`config.mk`:
```
export PLATFORM = sky130hd
export DESIGN_NAME = irda_flag_seq_gen_flat
export DESIGN_NICKNAME = d
export VERILOG_FILES = /design/src/rtl/irda_flag_seq_gen_if.sv /design/src/rtl/irda_flag_seq_gen.sv /design/src/flat_wrapper.sv
export SDC_FILE = /design/constraint.sdc
export NUM_CORES = 1
export LEC_CHECK = 0
export ABC_AREA = 1
export BUFFER_PORTS_ARGS = -buffer_cell sky130_fd_sc_hd__buf_4
export CAP_MARGIN = 15
export CORE_UTILIZATION = 56
export CTS_CLUSTER_SIZE = 40
export DETAILED_ROUTE_END_ITERATION = 8
export PLACE_DENSITY_LB_ADDON = 0.08
export SYNTH_ARGS = -nofsm -noshare
export SYNTH_HDL_FRONTEND = slang
export SYNTH_SLANG_ARGS = --single-unit
```
`constraint.sdc`:
```
create_clock -name clk -period 2.2 [get_ports clk]
set_clock_uncertainty 0.2 [all_clocks]
set_input_delay 0.44 -clock clk [delete_from_list [all_inputs] [get_ports clk]]
set_output_delay 0.44 -clock clk [all_outputs]
set_load 0.1 [all_outputs]
```
`src/rtl/irda_flag_seq_gen_if.sv`:
```
// irda_flag_seq_gen_if: framer <-> flag generator signal bundle (abort pins when IRDA_FLAG_GEN_ABORT_EN)
interface irda_flag_seq_gen_if #(
  parameter int PAT_W = 8,
  parameter int CNT_W = 4
);
  logic             bit_en_i;
  logic             start_i;
  logic [CNT_W-1:0] rep_cnt_i;
  logic             pat_sel_i;
  logic [PAT_W-1:0] pattern_i;
  logic             seq_out;
  logic             busy_o;
  logic             last_bit_o;
  logic             done_o;
`ifdef IRDA_FLAG_GEN_ABORT_EN
  logic             abort_i;
  logic             aborted_o;
`endif
  modport master (
    output bit_en_i, start_i, rep_cnt_i, pat_sel_i, pattern_i,
    input  seq_out, busy_o, last_bit_o, done_o
`ifdef IRDA_FLAG_GEN_ABORT_EN
    , output abort_i, input aborted_o
`endif
  );
  modport slave (
    input  bit_en_i, start_i, rep_cnt_i, pat_sel_i, pattern_i,
    output seq_out, busy_o, last_bit_o, done_o
`ifdef IRDA_FLAG_GEN_ABORT_EN
    , input abort_i, output aborted_o
`endif
  );
endinterface

```
`src/rtl/irda_flag_seq_gen.sv`:
```
// irda_flag_seq_gen: serialises a repeated flag pattern one bit per bit slot, with back-to-back chaining.
// Optional abort_i/aborted_o pins are enabled by defining IRDA_FLAG_GEN_ABORT_EN.
module irda_flag_seq_gen #(
  parameter int               PAT_W       = 8,
  parameter logic [PAT_W-1:0] DEF_PATTERN = PAT_W'(8'h7E),
  parameter int               CNT_W       = 4,
  parameter bit               MSB_FIRST   = 1'b1,
  parameter bit               IDLE_LVL    = 1'b0
) (
  input logic                clk,
  input logic                wb_rst_n_i,
  irda_flag_seq_gen_if.slave s
);
  localparam int            IW   = $clog2(PAT_W);
  localparam logic [IW-1:0] LAST = IW'(PAT_W - 1);
  typedef enum logic {IDLE, SHIFT} state_t;
  state_t           state_q, state_d;
  logic [PAT_W-1:0] sr_q, sr_d, pat_q, pat_d, sel;
  logic [IW-1:0]    idx_q, idx_d;
  logic [CNT_W-1:0] reps_q, reps_d;
  logic             out_q, out_d, busy_q, busy_d, done_q, done_d;
  logic             start_ok, load;
`ifdef IRDA_FLAG_GEN_ABORT_EN
  logic             abt_q, abt_d;
  assign s.aborted_o = abt_q;
`endif
  function automatic logic first_bit(input logic [PAT_W-1:0] x);
    return MSB_FIRST ? x[PAT_W-1] : x[0];
  endfunction
  function automatic logic [PAT_W-1:0] shift(input logic [PAT_W-1:0] x);
    return MSB_FIRST ? x << 1 : x >> 1;
  endfunction
  assign sel          = s.pat_sel_i ? s.pattern_i : DEF_PATTERN;
  assign start_ok     = s.start_i && (s.rep_cnt_i != '0);
  assign s.seq_out    = out_q;
  assign s.busy_o     = busy_q;
  assign s.done_o     = done_q;
  assign s.last_bit_o = busy_q && (idx_q == LAST) && (reps_q == CNT_W'(1));
  always_comb begin
    state_d = state_q;
    sr_d    = sr_q;
    pat_d   = pat_q;
    idx_d   = idx_q;
    reps_d  = reps_q;
    out_d   = out_q;
    busy_d  = busy_q;
    done_d  = 1'b0;
    load    = 1'b0;
`ifdef IRDA_FLAG_GEN_ABORT_EN
    abt_d   = 1'b0;
`endif
    if (s.bit_en_i) begin
      if (state_q == IDLE) load = start_ok;
`ifdef IRDA_FLAG_GEN_ABORT_EN
      else if (s.abort_i) begin
        state_d = IDLE;
        out_d   = IDLE_LVL;
        busy_d  = 1'b0;
        abt_d   = 1'b1;
      end
`endif
      else if (idx_q != LAST) begin
        idx_d = idx_q + IW'(1);
        sr_d  = shift(sr_q);
        out_d = first_bit(sr_d);
      end else if (reps_q > CNT_W'(1)) begin
        reps_d = reps_q - CNT_W'(1);
        idx_d  = '0;
        sr_d   = pat_q;
        out_d  = first_bit(pat_q);
      end else begin
        done_d = 1'b1;
        load   = start_ok;
        state_d = IDLE;
        out_d   = IDLE_LVL;
        busy_d  = 1'b0;
      end
    end
    // acceptance (fresh or chained) overrides the idle return above
    if (load) begin
      state_d = SHIFT;
      sr_d    = sel;
      pat_d   = sel;
      idx_d   = '0;
      reps_d  = s.rep_cnt_i;
      out_d   = first_bit(sel);
      busy_d  = 1'b1;
    end
  end
  always_ff @(posedge clk or negedge wb_rst_n_i) begin
    if (!wb_rst_n_i) begin
      state_q <= IDLE;
      sr_q    <= '0;
      pat_q   <= '0;
      idx_q   <= '0;
      reps_q  <= '0;
      out_q   <= IDLE_LVL;
      busy_q  <= 1'b0;
      done_q  <= 1'b0;
`ifdef IRDA_FLAG_GEN_ABORT_EN
      abt_q   <= 1'b0;
`endif
    end else begin
      state_q <= state_d;
      sr_q    <= sr_d;
      pat_q   <= pat_d;
      idx_q   <= idx_d;
      reps_q  <= reps_d;
      out_q   <= out_d;
      busy_q  <= busy_d;
      done_q  <= done_d;
`ifdef IRDA_FLAG_GEN_ABORT_EN
      abt_q   <= abt_d;
`endif
    end
  end
endmodule

```
`src/flat_wrapper.sv`:
```
// flat-port wrapper written by rule: the top's interface ports become plain ports
module irda_flag_seq_gen_flat 
#(
  parameter int               PAT_W       = 8,
  parameter logic [PAT_W-1:0] DEF_PATTERN = PAT_W'(8'h7E),
  parameter int               CNT_W       = 4,
  parameter bit               MSB_FIRST   = 1'b1,
  parameter bit               IDLE_LVL    = 1'b0
)
  (clk, wb_rst_n_i, s_bit_en_i, s_start_i, s_rep_cnt_i, s_pat_sel_i, s_pattern_i, s_seq_out, s_busy_o, s_last_bit_o, s_done_o);
  irda_flag_seq_gen_if #(.PAT_W(PAT_W), .CNT_W(CNT_W)) s_i ();
  input logic clk;
  input logic wb_rst_n_i;
  input wire logic [$bits(s_i.bit_en_i)-1:0] s_bit_en_i;
  input wire logic [$bits(s_i.start_i)-1:0] s_start_i;
  input wire logic [$bits(s_i.rep_cnt_i)-1:0] s_rep_cnt_i;
  input wire logic [$bits(s_i.pat_sel_i)-1:0] s_pat_sel_i;
  input wire logic [$bits(s_i.pattern_i)-1:0] s_pattern_i;
  output wire logic [$bits(s_i.seq_out)-1:0] s_seq_out;
  output wire logic [$bits(s_i.busy_o)-1:0] s_busy_o;
  output wire logic [$bits(s_i.last_bit_o)-1:0] s_last_bit_o;
  output wire logic [$bits(s_i.done_o)-1:0] s_done_o;
  assign s_i.bit_en_i = s_bit_en_i;
  assign s_i.start_i = s_start_i;
  assign s_i.rep_cnt_i = s_rep_cnt_i;
  assign s_i.pat_sel_i = s_pat_sel_i;
  assign s_i.pattern_i = s_pattern_i;
  assign s_seq_out = s_i.seq_out;
  assign s_busy_o = s_i.busy_o;
  assign s_last_bit_o = s_i.last_bit_o;
  assign s_done_o = s_i.done_o;
  irda_flag_seq_gen #(.PAT_W(PAT_W), .DEF_PATTERN(DEF_PATTERN), .CNT_W(CNT_W), .MSB_FIRST(MSB_FIRST), .IDLE_LVL(IDLE_LVL)) u_core (.clk(clk), .wb_rst_n_i(wb_rst_n_i), .s(s_i));
endmodule
```
==> metrics.txt, run 1 <==
outcome finished, final reports clean; Place WS 0.1001 ns; Async SR Flop Fraction 100.0%; PwrDens 977.2 mW/mm²; CTS root buf clkbuf_4; register bit total from synthesis 26; FILL cells 220; post-synthesis cell type count 22; Core Area 0.002500 mm²; initial antenna violation count 0; number of synthesized flops with an enable pin 0; synthesized-area fraction occupied by adder cells 3.359%; CTS Buf Count 3; Primary FF master, synth dfrtp_1; Port Buf Inserts 20; mux cell area share after synthesis 0%; # setup viols final 0; Syn Area/Cell 7.234 µm²; max frequency 466.3 MHz; setup tns final 0 ns; Die ar. 0.002871 mm²; row cnt 18; first-pass GRT wire length 5.202 mm; Die X 53.59 µm; max-slew violation count 0; htree depth 1; Worst setup SP type flop; drt drc 0; Seq/Total Area, Yosys 43.66%; VDD IR max 0.0006349 V; Syn Std Cell Area 0.001490 mm²; YS warnings 0; CP endpoint kind primary output; WP data arrival 1.50 ns; Ports 21; Slew headroom 77.73%; final worst path period need 2.145 ns; syn nets 227; gr usage total 25.23%; Post-Synth Simple-Gate Area 39.46%; TritonRoute pass-1 iters 4; Max Root-Sink Buffers 2; clock-pin slew on the worst setup and hold paths 0.15 ns; Worst-Margin Slew 0.3341 ns; Clk Latency, worst-skew pair 0.33 ns; hpwl dp 2.190 mm; vias in the first global route 1221; nets@finish 250; Crit path required time 1.56 ns; Die Y 53.59 µm; share of cells above drive strength 1 17.54%; Overflow after GRT 0; RSZ-0062 raised after global routing no; main combinational cell family by area after synthesis simple AND/OR/NAND/NOR gates; final WL 3.053 mm; Starting DRT DRC Count 33; Antenna Cells 0; final hold vios 0; Synth Area in Compound Gates 3.694%; Max-cap violations 0; Leak Pwr 1.019 nW; post-route antenna net violation count 0; Placer Congestion 0.8340; via count 1298; clock sinks 26; Crit Path Category reg -> out; initial core utilization 59.61%; Synth Area in XOR/XNOR 1.175%; Hold WC Path Type in -> reg; Layout area overhead 16.29%; Setup WS post-layout 0.05543 ns; CTS tree built; period utilization 97.48%; Avg WL per Cell 11.83 µm; Worst Path Max Fanout 3; synthesized netlist cell count 206; largest net degree at the start of global routing 27; vias per cell 5.031
## worst max-delay path: stages (launching register included)
cell and delay [ns]:
dfrtp_1 0.40, ha_1 0.20, ha_4 0.17, nand2_1 0.09, nor2_4 0.13, buf_12 0.18
## metrics by stage
stage               std cells  hold slack (ns)  util, %  area [µm²]  power (W)
finish                    258          0.09663    69.32        1733   0.001693
global route              258          0.08814    69.32        1733   0.001829
CTS                       256          0.09735    68.42        1710   0.001678
detailed placement        251           0.1694    65.77        1644   0.001420
global placement          251           0.1645    65.77        1644   0.001400
floorplan                 206         -0.05559        -        1499   0.001269
## cells in the mapped netlist, drive strengths merged, types with 2 or more instances
cell    number  area share, %
xor2         2            1.2
nand3       14            4.7
ha           4            3.4
inv         18            4.5
dfrtp       26             44
buf          7            3.9
nand3b       2            1.0
o21ai        5            1.7
nor2         6            2.5
nand2      118             31
## state kept, by name, indices dropped and copies added, names as in the netlist
signal and flops:
u_core.pat_q 8, u_core.sr_q 7, u_core.reps_q 4, u_core.idx_q 3, u_core.s.busy_o 1, u_core.s.done_o 1, u_core.s.seq_out 1, u_core.state_q 1
## repair_timing
| action | 4_1_cts | 5_1_grt |
|---|---|---|
| hold endpoints to repair | 26 | 0 |
| pin swaps | 0 | 0 |
| endpoints found under the setup margin | 1 | 1 |
| gates resized for setup | 4 | 2 |
| setup buffers | 0 | 2 |
| hold buffers | 1 | 0 |
## final cells by class
| type | count | area [µm²] | share of cell area [%] |
|---|---|---|---|
| inverters | 19 | 71.32 | 4.116 |
| flip-flops and latches | 26 | 651.9 | 37.62 |
| repair buffers | 25 | 202.7 | 11.70 |
| well taps | 30 | 37.54 | 2.166 |
| multi-input cells | 154 | 733.2 | 42.31 |
| clock buffers | 4 | 36.28 | 2.094 |
## metal layers
metal	GRT usage, %	vias up	share of wire (%)
li1	-	669	-
met1	31.53	581	46
met2	44.79	43	48
met3	3.390	5	4.6
met4	7.895	0	1.5
met5	0	-	0
## kinds of logic (layout without fill, tap and decap cells)
kind of cell | Yosys count | in the layout
DFF | 26 | 26
buffers and inverters | 26 | 48
AOI/OAI and AO/OA | 7 | 7
and+or+nand+nor | 141 | 141
xor gates and xnor gates | 2 | 2
adders and majority gates | 4 | 4
## power by group
| group | total, W | switching (W) | internal (W) |
|---|---|---|---|
| Sequential | 0.000749 | 0.000120 | 0.000629 |
| Clock | 0.000252 | 0.000150 | 0.000101 |
| Combinational | 0.000693 | 0.000436 | 0.000257 |
| Total | 0.00169 | 0.000706 | 0.000987 |
## cells in the final DEF (no fill, tap or decap), drive strengths merged
| cell type | Yosys | layout |
|---|---|---|
| a21oi | 1 | 1 |
| buf | 7 | 24 |
| clkbuf | 0 | 4 |
| clkinv | 1 | 1 |
| dfrtp | 26 | 26 |
| dlygate4sd3 | 0 | 1 |
| ha | 4 | 4 |
| inv | 18 | 18 |
| nand2 | 118 | 118 |
| nand3 | 14 | 14 |
| nand3b | 2 | 2 |
| nor2 | 6 | 6 |
| nor3 | 1 | 1 |
| o211ai | 1 | 1 |
| o21ai | 5 | 5 |
| xor2 | 2 | 2 |
## path summary, 6_finish.rpt
| check | start | endpoint | slack (ns) | cells past startpoint |
|---|---|---|---|---|
| worst max-delay path | u_core.idx_q[0] | s_last_bit_o | 0.06 | 5 |
| worst min-delay path | s_bit_en_i | u_core.state_q | 0.1 | 2 |
| worst max register to register | u_core.reps_q[0] | u_core.reps_q[3] | 0.17 | 9 |
| worst min register to register | u_core.pat_q[0] | u_core.pat_q[0] | 0.29 | 2 |
| max in group asynchronous | wb_rst_n_i | u_core.s.busy_o | 1.21 | 2 |
| min in group asynchronous | wb_rst_n_i | u_core.idx_q[0] | 0.33 | 2 |
No activity file was read; power rests on OpenSTA's default activity.
==> inputs of run 2 (changes only) <==
- CORE_UTILIZATION: 56 -> 60
- clock period: 2.2 -> 2.57 ns (I/O delays scaled with it)
==> run 2 against run 1 <==
Clock power rose by 13%. Global-route usage rose by 2.2 points. Register-to-register slack improved by 0.31 ns. Combinational power fell by 17%. Cell area fell by 2.2%. Sequential share of layout area rose by 0.76 points. Worst setup slack improved by 0.24 ns. Critical path depth did not move. Sequential power fell by 14%. Clock-buffer cell count fell by 1. First-iteration DRC count rose by 67%. Largest cell class unchanged. Largest power group unchanged.
==> metrics.txt, run 2 (same netlist as run 1, synthesis figures left out) <==
initial antenna violation count 0; final WL 3.094 mm; final hold vios 0; nets@finish 247; Overflow after GRT 0; Max stage delay on crit path 0.42 ns; setup tns final 0 ns; Die Y 51.84 µm; Worst setup SP type flop; Starting DRT DRC Count 55; Placer Congestion 0.8550; CTS root buf clkbuf_4; Leak Pwr 1.011 nW; FILL cells 168; Layout area overhead 13.77%; Sequential Area 650.6 µm²; PwrDens 889.2 mW/mm²; initial core utilization 65.48%; max-slew violation count 0; row cnt 17; clock-pin slew on the worst setup and hold paths 0.15 ns; Die X 51.84 µm; final worst path period need 2.272 ns; max reg flops 8; Avg WL per Cell 12.23 µm; Post-CTS Setup Repair Bufs 0; multi-input logic area 718.2 µm²; share of cells above drive strength 1 15.11%; Post-Layout Cell Count 253; drt drc 0; Ports 21; Crit Path Category reg -> out; Place WS 0.5179 ns; Die ar. 0.002687 mm²; Worst Path Max Fanout 3; Max-cap violations 0; Setup WS post-layout 0.2983 ns; Fin Hold WS 0.1995 ns; CP endpoint kind primary output; Worst-Margin Slew 0.3661 ns; RSZ-0062 raised after global routing no; most frequent cells in the layout nand2_1 (115), dfrtp_1 (26), buf_4 (21), inv_1 (17), nand3_1 (14); Clk Latency, worst-skew pair 0.32 ns; Antenna Cells 0; clock sinks 26; vias per cell 5.265; Core Area 0.002276 mm²; Top reg by flops u_core.pat_q; commonest non-fill, non-tap cell in the layout nand2_1; Placed Cells 248; Port Buf Inserts 20; CTS tree built; largest net degree at the start of global routing 27; outcome finished, final reports clean; Total Power 0.001508 W; # setup viols final 0; CP max stage cell dfrtp_1; top flop regs u_core.pat_q: 8 flops, u_core.sr_q: 7 flops, u_core.reps_q: 4 flops; Slew headroom 75.53%; critical-path cell list inv_1 > ha_1 > nand2_1 > nor2_4 > buf_4; Crit path required time 1.86 ns; first-pass GRT wire length 5.464 mm; htree depth 1; Max Root-Sink Buffers 2; via count 1332; Hold WC Path Type in -> reg; VDD IR max 0.0006426 V; hpwl dp 2.244 mm; WP data arrival 1.56 ns; TritonRoute pass-1 iters 4; CTS Buf Count 3; post-route antenna net violation count 0; period utilization 88.39%; gr usage total 27.41%; vias in the first global route 1233; max frequency 440.2 MHz
==> run 2: cell count changes in the layout (fill, tap and decap cells not counted) <==
cell and change:
buf_12 -1, buf_4 -2, bufinv_16 +1, clkbuf_8 -1, dfrtp_1 +1, dfrtp_2 -1, ha_1 +2, ha_2 -1
ha_4 -1
==> run 2: power breakdown <==
group / switching (W) / total, W / leakage, nW / internal, W
registers: 0.000107 / 0.000644 / 0.328 / 0.000538
clock network: 0.000127 / 0.000285 / 0.0279 / 0.000158
logic: 0.000372 / 0.000578 / 0.655 / 0.000206
total: 0.000606 / 0.00151 / 1.01 / 0.000901
==> run 2: final cells by class <==
| class | instances | area share, % |
|---|---|---|
| multi-input combinational | 154 | 42.36 |
| sequential | 26 | 38.38 |
| timing repair buffer | 22 | 9.889 |
| inverter | 19 | 4.207 |
| tap | 28 | 2.066 |
| clock inverter | 1 | 1.771 |
| clock buffer | 3 | 1.328 |
==> run 2: final timing paths <==
| check | start | end | slack (ns) | depth (start not counted) |
|---|---|---|---|---|
| hold / removal | s_bit_en_i | u_core.state_q | 0.20 | 2 |
| max in group asynchronous | wb_rst_n_i | u_core.reps_q[3] | 1.51 | 2 |
| setup reg to reg | u_core.idx_q[1] | u_core.reps_q[2] | 0.48 | 9 |
| setup / recovery | u_core.reps_q[1] | s_last_bit_o | 0.30 | 5 |
| min in group asynchronous | wb_rst_n_i | u_core.idx_q[1] | 0.41 | 2 |
| hold reg to reg | u_core.pat_q[7] | u_core.pat_q[7] | 0.29 | 2 |
==> run 2: through the flow <==
step                      instance area (µm²)  util, %
after global placement                   1633    71.74
after detailed placement                 1633    71.74
after global routing                     1695    74.49
after CTS                                1695    74.49
after floorplan                          1498        -
final                                    1695    74.49
==> run 2: critical path: cells and delay by family, from the launching register on <==
family | cells | cell delay, ns
adders and majority gates | 1 | 0.24
buffers and inverters | 2 | 0.37
and+or+nand+nor | 2 | 0.20
DFF | 1 | 0.42
==> run 2: routing by layer <==
metal / global-route usage, % / up-vias / part of all wire (%)
li1: - / 664 / -
met1: 35.59 / 620 / 45
met2: 46.79 / 44 / 49
met3: 2.632 / 4 / 5.0
met4: 10.36 / 0 / 1.3
met5: 0 / - / 0
==> run 2: timing repair <==
item                      in CTS  in global routing
hold buffers                   1                  0
resized for setup              0                  0
hold endpoints to repair      26                  0
==> inputs of run 3 (changes only) <==
- CORE_UTILIZATION: 60 -> 56
- clock period: 2.57 -> 2.3 ns (I/O delays scaled with it)
==> run 3 against run 2 <==
Hold slack worse by 0.056 ns. Flip-flop and latch count is the same. Die area grew 6.9%. Sequential power rose by 10%. Non-clock buffer count grew 1. Global-route usage is 0.96 points lower. Clock-buffer cell count rose by 1. Largest cell class unchanged. Largest power group unchanged. Highest routed layer unchanged.
==> metrics.txt, run 3 (same netlist as run 1, synthesis figures left out) <==
outcome finished, final reports clean; vias per cell 5.066; Top reg by flops u_core.pat_q; Antenna Cells 0; Crit Path Category reg -> out; FILL cells 215; Post-CTS Setup Repair Bufs 0; vias in the first global route 1252; Max Root-Sink Buffers 2; grt met3 use 5.085%; Worst-Margin Slew 0.3271 ns; Worst Path Max Fanout 3; Crit path required time 1.64 ns; WP data arrival 1.55 ns; max frequency 453.1 MHz; top flop regs u_core.pat_q: 8 flops, u_core.sr_q: 7 flops, u_core.reps_q: 4 flops; period utilization 95.96%; htree depth 1; Die X 53.59 µm; Buf/Inv on CP 1; setup tns final 0 ns; final hold vios 0; initial antenna violation count 0; PwrDens 935.0 mW/mm²; Layout area overhead 13.85%; Total Power 0.001586 W; drt drc 0; Core Util, Final 67.87%; critical-path cell list ha_1 > ha_2 > nand2_1 > nor2_4 > buf_6; via count 1297; first-pass GRT wire length 5.347 mm; final WL 3.054 mm; CTS root buf clkbuf_4; max reg flops 8; CTS tree built; gr usage total 26.45%; Slew headroom 78.19%; Placer Congestion 0.8154; most frequent cells in the layout nand2_1 (115), dfrtp_1 (25), buf_4 (21), inv_1 (17), nand3_1 (14); Top Usage Layer GRT met2; largest net degree at the start of global routing 27; Die Y 53.59 µm; Port Buf Inserts 20; post-route antenna net violation count 0; clock-pin slew on the worst setup and hold paths 0.13 ns; CP endpoint kind primary output; share of cells above drive strength 1 16.37%; row cnt 18; nets@finish 248; Leak Pwr 1.007 nW; # setup viols final 0; final worst path period need 2.207 ns; Avg WL per Cell 11.93 µm; hpwl dp 2.264 mm; CTS Buf Count 3; initial core utilization 59.61%; TritonRoute pass-1 iters 4; commonest non-fill, non-tap cell in the layout nand2_1; Starting DRT DRC Count 31; Hold WC Path Type in -> reg; Core Area 0.002500 mm²; CP max stage cell dfrtp_1; Max stage delay on crit path 0.39 ns; RSZ-0062 raised after global routing no; Overflow after GRT 0; GRT met1 Usage 33.16%; Top delay family on crit path adder cells; clock sinks 26; VDD IR max 0.0006518 V; Die ar. 0.002871 mm²; Ports 21; max-slew violation count 0; Max-cap violations 0; met2 GRT Util 43.96%; Worst setup SP type flop; Clk Latency, worst-skew pair 0.32 ns
-- run 3: cell types whose count changed in the layout (fill, tap and decap cells not counted), sizes merged --
cell / previous run / this run
buf: 21 / 22
bufinv: 1 / 0
clkbuf: 3 / 4
-- run 3: stage by stage --
step                      cell area, µm²  hold WS (ns)  setup WS [ns]  cells
after global routing                1697        0.1285        0.01156    256
after global placement              1644        0.1838         0.3354    251
final                               1697        0.1430        0.09287    256
after CTS                           1694        0.1365        0.03088    256
after detailed placement            1644        0.1852         0.3296    251
after floorplan                     1499      -0.03559         0.1905    206
-- run 3: worst paths after layout --
kind                                         end  cells after the start  slack, ns              from
worst max-delay path                s_last_bit_o                      5       0.09   u_core.idx_q[0]
worst min-delay path              u_core.state_q                      2       0.14        s_bit_en_i
worst max register to register  u_core.reps_q[0]                      9       0.30  u_core.reps_q[0]
worst min register to register   u_core.pat_q[5]                      2       0.29   u_core.pat_q[5]
max in group asynchronous        u_core.s.busy_o                      2       1.26        wb_rst_n_i
min in group asynchronous       u_core.reps_q[2]                      2       0.38        wb_rst_n_i
-- run 3: layer usage --
metal  routed length (µm)  share of wire [%]
met1                 1343                 44
met2                 1500                 49
met3                  173                5.7
met4                   38                1.2
met5                    0                  0
-- run 3: area by class of cell --
class | count | area [µm²] | area share [%]
flip-flops and latches | 26 | 651.9 | 38.42
repair buffers | 23 | 178.9 | 10.55
well taps | 30 | 37.54 | 2.212
inverters | 19 | 71.32 | 4.204
multi-input cells | 154 | 720.7 | 42.48
clock buffers | 4 | 36.28 | 2.139
-- run 3: what timing repair did --
action	4_1_cts	5_1_grt
hold buffers	1	0
endpoints found under the setup margin	1	1
gates resized for setup	1	1
hold endpoints to repair	26	0
pin swaps	0	0
-- run 3: report_power, final --
part | switching, W | internal, W | total (W)
Combinational | 0.000416 | 0.000232 | 0.000649
Sequential | 0.000109 | 0.000601 | 0.000711
Clock | 0.000130 | 0.0000969 | 0.000227
Total | 0.000656 | 0.000931 | 0.00159
-- run 3: worst register-to-register path: cells and delay by family (launching register included) --
kind            cells  cell delay, ns
fa+ha+maj           1            0.26
simple gates        6            0.74
compound gates      1            0.25
flops               1            0.42
buf+inv             1            0.08
